[config.mk]
export PLATFORM = sky130hd
export DESIGN_NAME = pipelined_mux_tree
export DESIGN_NICKNAME = d
export VERILOG_FILES = /design/src/rtl/pipelined_mux_tree_pkg.sv /design/src/rtl/pipelined_mux_tree_cell.sv /design/src/rtl/pipelined_mux_tree.sv
export SDC_FILE = /design/constraint.sdc
export NUM_CORES = 1
export LEC_CHECK = 0
export ABC_CLOCK_PERIOD_IN_PS = 1300
export CORE_MARGIN = 1.5
export CORE_UTILIZATION = 43
export CTS_CLUSTER_DIAMETER = 100
export CTS_CLUSTER_SIZE = 20
export DETAILED_ROUTE_END_ITERATION = 8
export GPL_TIMING_DRIVEN = 1
export PLACE_DENSITY = 0.8
export SLEW_MARGIN = 40
export SYNTH_ARGS = -nofsm -noshare
export SYNTH_HDL_FRONTEND = slang
export SYNTH_SLANG_ARGS = --single-unit
export TNS_END_PERCENT = 100
[constraint.sdc]
create_clock -name clk -period 1.3 [get_ports clk]
set_clock_uncertainty 0.1 [all_clocks]
set_input_delay 0.325 -clock clk [delete_from_list [all_inputs] [get_ports clk]]
set_output_delay 0.325 -clock clk [all_outputs]
set_load 0.02 [all_outputs]
[src/rtl/pipelined_mux_tree_pkg.sv]
// Shared constants and helpers for the pipelined mux tree.
package pkg_mux;

    localparam int DEF_DIN_W  = 4;
    localparam int DEF_NUM_CH = 4;

    // Ceiling log2. This gives the tree depth for a power-of-two channel count.
    function automatic int clog2(input int n);
        int r;
        int v;
        r = 0;
        v = n - 1;
        while (v > 0) begin
            r = r + 1;
            v = v >> 1;
        end
        return r;
    endfunction

endpackage

[src/rtl/pipelined_mux_tree_cell.sv]
// One registered 2:1 mux cell. The register holds its value while en is low.
module mux2_reg_cell
    import pkg_mux::*;
#(
    parameter int DIN_W = DEF_DIN_W
) (
    input  logic             clk,
    input  logic             rst_n,
    input  logic             en,
    input  logic [DIN_W-1:0] in_lo,
    input  logic [DIN_W-1:0] in_hi,
    input  logic             s,
    output logic [DIN_W-1:0] q
);

    logic [DIN_W-1:0] q_d;
    logic [DIN_W-1:0] q_q;

    // Next value: select between the two inputs when advancing, otherwise hold.
    always_comb begin
        q_d = q_q;
        if (en) begin
            q_d = s ? in_hi : in_lo;
        end
    end

    // Cell register. Reset clears it to 0.
    always_ff @(posedge clk or negedge rst_n) begin
        if (!rst_n) begin
            q_q <= '0;
        end else begin
            q_q <= q_d;
        end
    end

    assign q = q_q;

endmodule

[src/rtl/pipelined_mux_tree.sv]
// NUM_CH:1 multiplexer built as a binary tree of registered 2:1 stages.
// There is one register level per tree level.
// A valid bit and the full select value travel alongside the data.
module pipelined_mux_tree
    import pkg_mux::*;
#(
    parameter int  DIN_W  = DEF_DIN_W,
    parameter int  NUM_CH = DEF_NUM_CH,
    localparam int SEL_W  = clog2(NUM_CH)
) (
    input  logic                    clk,
    input  logic                    rst_n,
    input  logic                    en,
    input  logic                    flush,
    input  logic                    in_valid,
    input  logic [SEL_W-1:0]        sel,
    input  logic [NUM_CH*DIN_W-1:0] din,
    output logic                    out_valid,
    output logic [DIN_W-1:0]        dout,
    output logic [SEL_W-1:0]        out_sel
);

    // All tree nodes are flattened level by level.
    // Level k starts at node index NUM_CH - (NUM_CH >> k).
    // The last node is the root.
    localparam int NODES = NUM_CH - 1;

    logic [NODES*DIN_W-1:0] node;

    logic [SEL_W-1:0] valid_d;
    logic [SEL_W-1:0] valid_q;
    logic [SEL_W-1:0] sel_d [SEL_W];
    logic [SEL_W-1:0] sel_q [SEL_W];

    for (genvar k = 0; k < SEL_W; k++) begin : g_level
        for (genvar j = 0; j < (NUM_CH >> (k + 1)); j++) begin : g_cell
            localparam int OUT_IDX = NUM_CH - (NUM_CH >> k) + j;

            logic [DIN_W-1:0] in_lo;
            logic [DIN_W-1:0] in_hi;
            logic             s;

            if (k == 0) begin : g_leaf
                assign in_lo = din[(2*j)*DIN_W +: DIN_W];
                assign in_hi = din[(2*j+1)*DIN_W +: DIN_W];
                assign s     = sel[0];
            end else begin : g_inner
                localparam int IN_BASE = NUM_CH - (NUM_CH >> (k - 1));
                assign in_lo = node[(IN_BASE+2*j)*DIN_W +: DIN_W];
                assign in_hi = node[(IN_BASE+2*j+1)*DIN_W +: DIN_W];
                assign s     = sel_q[k-1][k];
            end

            mux2_reg_cell #(
                .DIN_W (DIN_W)
            ) u_cell (
                .clk   (clk),
                .rst_n (rst_n),
                .en    (en),
                .in_lo (in_lo),
                .in_hi (in_hi),
                .s     (s),
                .q     (node[OUT_IDX*DIN_W +: DIN_W])
            );
        end
    end

    // Side pipeline for valid and select.
    // It shifts on en, and flush clears every valid bit regardless of en.
    always_comb begin
        for (int k = 0; k < SEL_W; k++) begin
            valid_d[k] = valid_q[k];
            sel_d[k]   = sel_q[k];
        end
        if (en) begin
            valid_d[0] = in_valid;
            sel_d[0]   = sel;
            for (int k = 1; k < SEL_W; k++) begin
                valid_d[k] = valid_q[k-1];
                sel_d[k]   = sel_q[k-1];
            end
        end
        if (flush) begin
            valid_d = '0;
        end
    end

    // Valid and select registers. Reset clears them.
    always_ff @(posedge clk or negedge rst_n) begin
        if (!rst_n) begin
            valid_q <= '0;
            for (int k = 0; k < SEL_W; k++) begin
                sel_q[k] <= '0;
            end
        end else begin
            valid_q <= valid_d;
            sel_q   <= sel_d;
        end
    end

    assign out_valid = valid_q[SEL_W-1];
    assign dout      = node[(NODES-1)*DIN_W +: DIN_W];
    assign out_sel   = sel_q[SEL_W-1];

endmodule

==> flow_metrics.env, run 1 <==
export IMPL_fmax_mhz=783
export IMPL_first_iter_violations=3
export IMPL_cts_buffers=3
export IMPL_wl_um=1580
export IMPL_clkLatencyLatePin_ns=0.30
export IMPL_io_pins=30
export IMPL_p_per_area_nw_per_um2=1100
export IMPL_die_h_um=47.7
export IMPL_hold_violations=0
export IMPL_hold_buffers=0
export IMPL_syn_inst=69
export IMPL_critPathCaptureType="output pin"
export IMPL_cts_root_buf="clkbuf_4"
export IMPL_p_leak_nw=0.571
export IMPL_clk_pin_slew_ns=0.10
export IMPL_pre_cts_slack_ns=-0.244
export IMPL_reg2regPathDepth=2
export IMPL_hp_class="in -> async"
export IMPL_p_sw_share_pct=26.6
export IMPL_tightest_slew_ns=0.287
export IMPL_critPathLaunchType="flop"
export IMPL_hpwl_um=1190
export IMPL_dr_pass1_iters=3
export IMPL_grt_overflow_total=0
export IMPL_port_buffers=29
export IMPL_crit_cells=1
export IMPL_status="completed"
export IMPL_core_area_um2=1800
export IMPL_crit_required_ns=0.88
export IMPL_relSlewSlack_pct=80.8
export IMPL_hold_ws_ns=0.249
export IMPL_antenna_left=0
export IMPL_critical_path_max_stage_delay_ns=0.41
export IMPL_ys_warn_count=0
export IMPL_worst_endpoint_arrival_ns=0.85
export IMPL_rows=15
export IMPL_cp_cell_sequence="buf_6"
export IMPL_ir_drop_uv=588
export IMPL_endpoint="dout[3]"
export IMPL_cp_slowest_cell="dfrtp_1"
export IMPL_fin_ws_ns=0.0233
export IMPL_vias_per_cell=4.69
export IMPL_globalplace_congestion=0.747
export IMPL_drive_gt1_share_pct=33.0
export IMPL_cp_top_family="flip-flops"
export IMPL_synthesis_nets=92
export IMPL_cts_buffer_depth=2
export IMPL_die_area_um2=2270
export IMPL_path_buf_inv=1
export IMPL_fin_crit_sh_pct=98.2
export IMPL_synth_avg_cell_area_um2=12.4
export IMPL_htree_num_levels=1
export IMPL_synth_seq_cells=18
export IMPL_syn_to_final_growth_pct=46.2
export IMPL_clock_power_share_pct=25.1
export IMPL_wl_per_cell_um=12.0
export IMPL_total_power_mw=1.38
export IMPL_setup_violations=0
export IMPL_min_period_ns=1.28
export IMPL_p_int_mw=1.01
export IMPL_diodes=0
export IMPL_clock_sinks=18
export IMPL_grt_first_pass_wirelength_um=2550
export IMPL_grt_max_degree=19
export IMPL_worstReg2RegEnd="g_level[1].g_cell[0].u_cell.q[2]"
export IMPL_ys_types=11
export IMPL_switchingPower_uw=367
export IMPL_rsz0062_at_grt="true"
export IMPL_dr_total_vias=614
export IMPL_critPathLaunch="g_level[1].g_cell[0].u_cell.q[3]"
export IMPL_fp_dieW_um=47.7
export IMPL_power_frac_seq_pct=48.4
export IMPL_finalMaxSlewViolations=0
export IMPL_maxCapViolations=0
export IMPL_reg2reg_setup_slack_ns=0.19
export IMPL_cts_tree="built"
export IMPL_grt_pass1_vias=553
export IMPL_postLayoutCellArea_um2=1250
export IMPL_route_detailed_drc=0
export IMPL_nets=130
export IMPL_p_comb_share_pct=26.5
export IMPL_grtUsageTotal_pct=17.1
export IMPL_place_area_um2=1200
export IMPL_rr_startpoint="g_level[1].g_cell[0].s"
export IMPL_path_max_fanout=2
export IMPL_ys_seq_area_share_pct=52.5
export IMPL_synth_area_um2=858
export IMPL_worstSetupPathType="reg -> out"
export IMPL_start_util_pct=47.6
export IMPL_antenna_found_initial=0
## power groups by stage
stage	sequential, mW	combinational, mW	clock, mW
after floorplan	0.687	0.174	0
after global placement	0.671	0.345	0
after detailed placement	0.675	0.352	0
after CTS	0.663	0.326	0.360
after global routing	0.673	0.393	0.382
final	0.667	0.366	0.346
## kinds of logic after synthesis
logic type             count (synthesis)  synth area share, %
AOI/OAI and AO/OA                     12                 10.9
muxes                                 18                 22.9
and+or+nand+nor                       14                 6.12
buffers and inverters                  7                 7.58
DFF                                   18                 52.5
## stage by stage
step                      setup TNS, ns  utilization [%]  instances
after floorplan                       0                -         69
after global placement            -3.62             66.6        124
after detailed placement          -4.08             66.6        124
after CTS                             0             66.7        128
after global routing            -0.0373             69.7        131
final                                 0             69.7        131
## layout by cell type, fill, tap and decap left out
cell and instances:
buf_12 2, clkbuf_4 3, mux2i_1 14, clkdlybuf4s50_1 22, buf_6 5, dfrtp_1 18, nor2_1 14, mux2_4 3
buf_2 2, a21oi_1 3, a21oi_2 9, clkbuf_8 1, mux2_2 1, buf_4 9
## routing by layer
metal  up-vias  track usage [%]  part of all wire (%)
met5         -                0                     0
met4         0             11.4                   2.7
met3         5             3.40                   3.3
met2        18             27.0                    50
met1       284             21.3                    44
li1        307                -                     -
## synth_stat cells
master   number  area share [%]
buf_4         3             2.6
mux2_2        1             1.3
dfrtp_1      18              52
buf_2         1            0.58
buf_8         1             1.7
buf_6         2             2.6
nor2_1       14             6.1
mux2_4        3             5.2
a21oi_1       3             1.7
mux2i_1      14              16
a21oi_2       9             9.2
## area by class of cell
type                            instances  area [um^2]
Fill cell                             141          547
Sequential cell                        18          450
Timing Repair Buffer                   40          394
Multi-Input combinational cell         44          343
Clock buffer                            4         36.3
Tap cell                               25         31.3
## sequential cells by signal (all words and copies together) (netlist names)
register,cells
g_level.g_cell.u_cell.q,12
out_sel,2
valid_q,2
g_level.g_cell.s,1
sel_q,1
## worst min path at each step
stage	start	to	slack, ns	depth (start not counted)
after floorplan	rst_n	g_level[0].g_cell[0].u_cell.q[0]	-0.07	0
after global placement	g_level[0].g_cell[0].u_cell.q[0]	g_level[0].g_cell[0].u_cell.q[0]	0.39	2
after detailed placement	g_level[1].g_cell[0].u_cell.q[2]	g_level[1].g_cell[0].u_cell.q[2]	0.40	2
after CTS	rst_n	valid_q[0]	0.25	2
after global routing	rst_n	sel_q[2]	0.26	2
final	rst_n	g_level[1].g_cell[0].u_cell.q[1]	0.25	2
## repair_timing
item / CTS / global route
buffers inserted: 0 / 3
gates resized for setup: 28 / 10
setup endpoints to repair: 7 / 6
Power figures use the tool's default switching activity.
==> run 2: changes to the inputs <==
- ABC_CLOCK_PERIOD_IN_PS: 1300 -> unset
- CORE_UTILIZATION: 43 -> 46
- PLACE_DENSITY: 0.8 -> 0.84
- clock period: 1.3 -> 1.49 ns (I/O delays scaled with it)
==> run 2 against run 1 <==
Net effect: global-route usage down 0.32 points; clock-buffer cell count down 1; via count down 3.3%; register-to-register slack better by 0.25 ns; largest power group unchanged; highest routed layer unchanged.
==> flow_metrics.env, run 2 (synthesis results as in run 1) <==
export IMPL_fmax_mhz=691
export IMPL_globalplace_congestion=0.670
export IMPL_total_power_mw=1.08
export IMPL_switchingPower_uw=286
export IMPL_syn_to_final_growth_pct=39.2
export IMPL_path_buf_inv=1
export IMPL_wl_per_cell_um=11.5
export IMPL_vias_per_cell=4.75
export IMPL_cts_root_buf="clkbuf_4"
export IMPL_clock_sinks=18
export IMPL_core_area_um2=1750
export IMPL_dr_total_vias=594
export IMPL_critPathLaunchType="flop"
export IMPL_grt_max_degree=19
export IMPL_first_iter_violations=8
export IMPL_relSlewSlack_pct=82.8
export IMPL_reg2reg_setup_slack_ns=0.44
export IMPL_maxCapViolations=0
export IMPL_hp_class="in -> async"
export IMPL_final_cell_mix="clkdlybuf4s50_1 (22), dfrtp_1 (18), mux2i_1 (14), nor2_1 (14), a21oi_2 (9)"
export IMPL_worstSetupPathType="reg -> out"
export IMPL_worst_endpoint_arrival_ns=0.98
export IMPL_nets=125
export IMPL_p_leak_nw=0.530
export IMPL_antenna_left=0
export IMPL_clkLatencyLatePin_ns=0.28
export IMPL_fin_crit_sh_pct=97.2
export IMPL_power_frac_seq_pct=53.4
export IMPL_clk_pin_slew_ns=0.09
export IMPL_worstReg2RegEnd="g_level[1].g_cell[0].u_cell.q[0]"
export IMPL_grt_first_pass_wirelength_um=2420
export IMPL_fin_ws_ns=0.0422
export IMPL_cp_slowest_cell="dfrtp_1"
export IMPL_placed_cells=122
export IMPL_cts_buffers=3
export IMPL_ir_drop_uv=590
export IMPL_finalMaxSlewViolations=0
export IMPL_drive_gt1_share_pct=22.0
export IMPL_p_sw_share_pct=26.5
export IMPL_rsz0062_at_grt="false"
export IMPL_io_pins=30
export IMPL_die_h_um=46.2
export IMPL_start_util_pct=49.2
export IMPL_p_int_uw=795
export IMPL_p_comb_share_pct=25.7
export IMPL_seqCellArea_um2=450
export IMPL_reg2regPathDepth=2
export IMPL_antenna_found_initial=0
export IMPL_grt_pass1_vias=586
export IMPL_cp_top_family="flip-flops"
export IMPL_route_detailed_drc=0
export IMPL_critPathCaptureType="output pin"
export IMPL_largest_register_ffs=12
export IMPL_fp_dieW_um=46.2
export IMPL_tightest_slew_ns=0.259
export IMPL_status="completed"
export IMPL_dr_pass1_iters=4
export IMPL_port_buffers=29
export IMPL_layout_commonest_cell="clkdlybuf4s50_1"
export IMPL_htree_num_levels=1
export IMPL_hpwl_um=1180
export IMPL_p_per_area_nw_per_um2=905
export IMPL_grt_overflow_total=0
export IMPL_pre_cts_slack_ns=-0.0924
export IMPL_fin_cells=125
export IMPL_die_area_um2=2130
export IMPL_crit_required_ns=1.02
export IMPL_fillers=123
export IMPL_clock_power_share_pct=20.9
export IMPL_cp_cell_sequence="clkdlybuf4s15_1"
export IMPL_setup_violations=0
export IMPL_critical_path_max_stage_delay_ns=0.40
export IMPL_cts_buffer_depth=2
export IMPL_fin_setup_tns_ns=0
export IMPL_path_max_fanout=2
export IMPL_grtUsageTotal_pct=16.8
export IMPL_min_period_ns=1.45
export IMPL_hold_violations=0
export IMPL_hold_buffers=0
export IMPL_final_util_pct=68.5
export IMPL_multi_input_area_um2=343
export IMPL_diodes=0
export IMPL_wl_um=1440
export IMPL_rr_startpoint="g_level[1].g_cell[0].s"
export IMPL_rows=15
export IMPL_cts_tree="built"
==> run 2: worst max-delay path by stage <==
stage / slack (ns) / cells after the start / startpoint / endpoint
CTS: 0.01 / 1 / valid_q[1] / out_valid
detailed placement: -0.09 / 4 / sel[0] / g_level[0].g_cell[1].u_cell.q[2]
global placement: -0.07 / 3 / en / out_sel[0]
finish: 0.04 / 1 / g_level[1].g_cell[0].u_cell.q[1] / dout[1]
floorplan: 0.48 / 2 / en / g_level[1].g_cell[0].s
global route: 0.001 / 1 / g_level[1].g_cell[0].u_cell.q[1] / dout[1]
==> run 2: area by class of cell <==
type	count	share of cell area, %
Multi-Input combinational cell	44	28.7
Clock buffer	3	1.88
Tap cell	25	2.62
Sequential cell	18	37.7
Timing Repair Buffer	35	29.1
==> run 2: stage by stage <==
| step | hold slack [ns] | area, um^2 |
|---|---|---|
| 4_1_cts | 0.303 | 1190 |
| 6_report | 0.304 | 1190 |
| 3_3_place_gp | 0.389 | 1170 |
| 3_5_place_dp | 0.399 | 1170 |
| 2_1_floorplan | -0.0231 | 858 |
| 5_1_grt | 0.325 | 1190 |
==> run 2: per-layer routing <==
layer / global-route usage, % / vias to the layer above / part of all wire, %
li1: - / 296 / -
met1: 20.2 / 277 / 41
met2: 26.4 / 17 / 52
met3: 2.35 / 4 / 3.6
met4: 13.7 / 0 / 2.9
met5: 0 / - / 0
==> run 2: power by group through the flow <==
| stage | clock network (mW) | logic (mW) | registers, mW |
|---|---|---|---|
| detailed placement | 0 | 0.294 | 0.589 |
| CTS | 0.239 | 0.277 | 0.578 |
| finish | 0.226 | 0.278 | 0.577 |
| floorplan | 0 | 0.152 | 0.599 |
| global route | 0.259 | 0.300 | 0.586 |
| global placement | 0 | 0.286 | 0.586 |
==> run 2: what timing repair did <==
item	in CTS	in global routing
buffers inserted	0	0
endpoints found under the setup margin	7	6
pin swaps	0	0
resized for setup	8	6
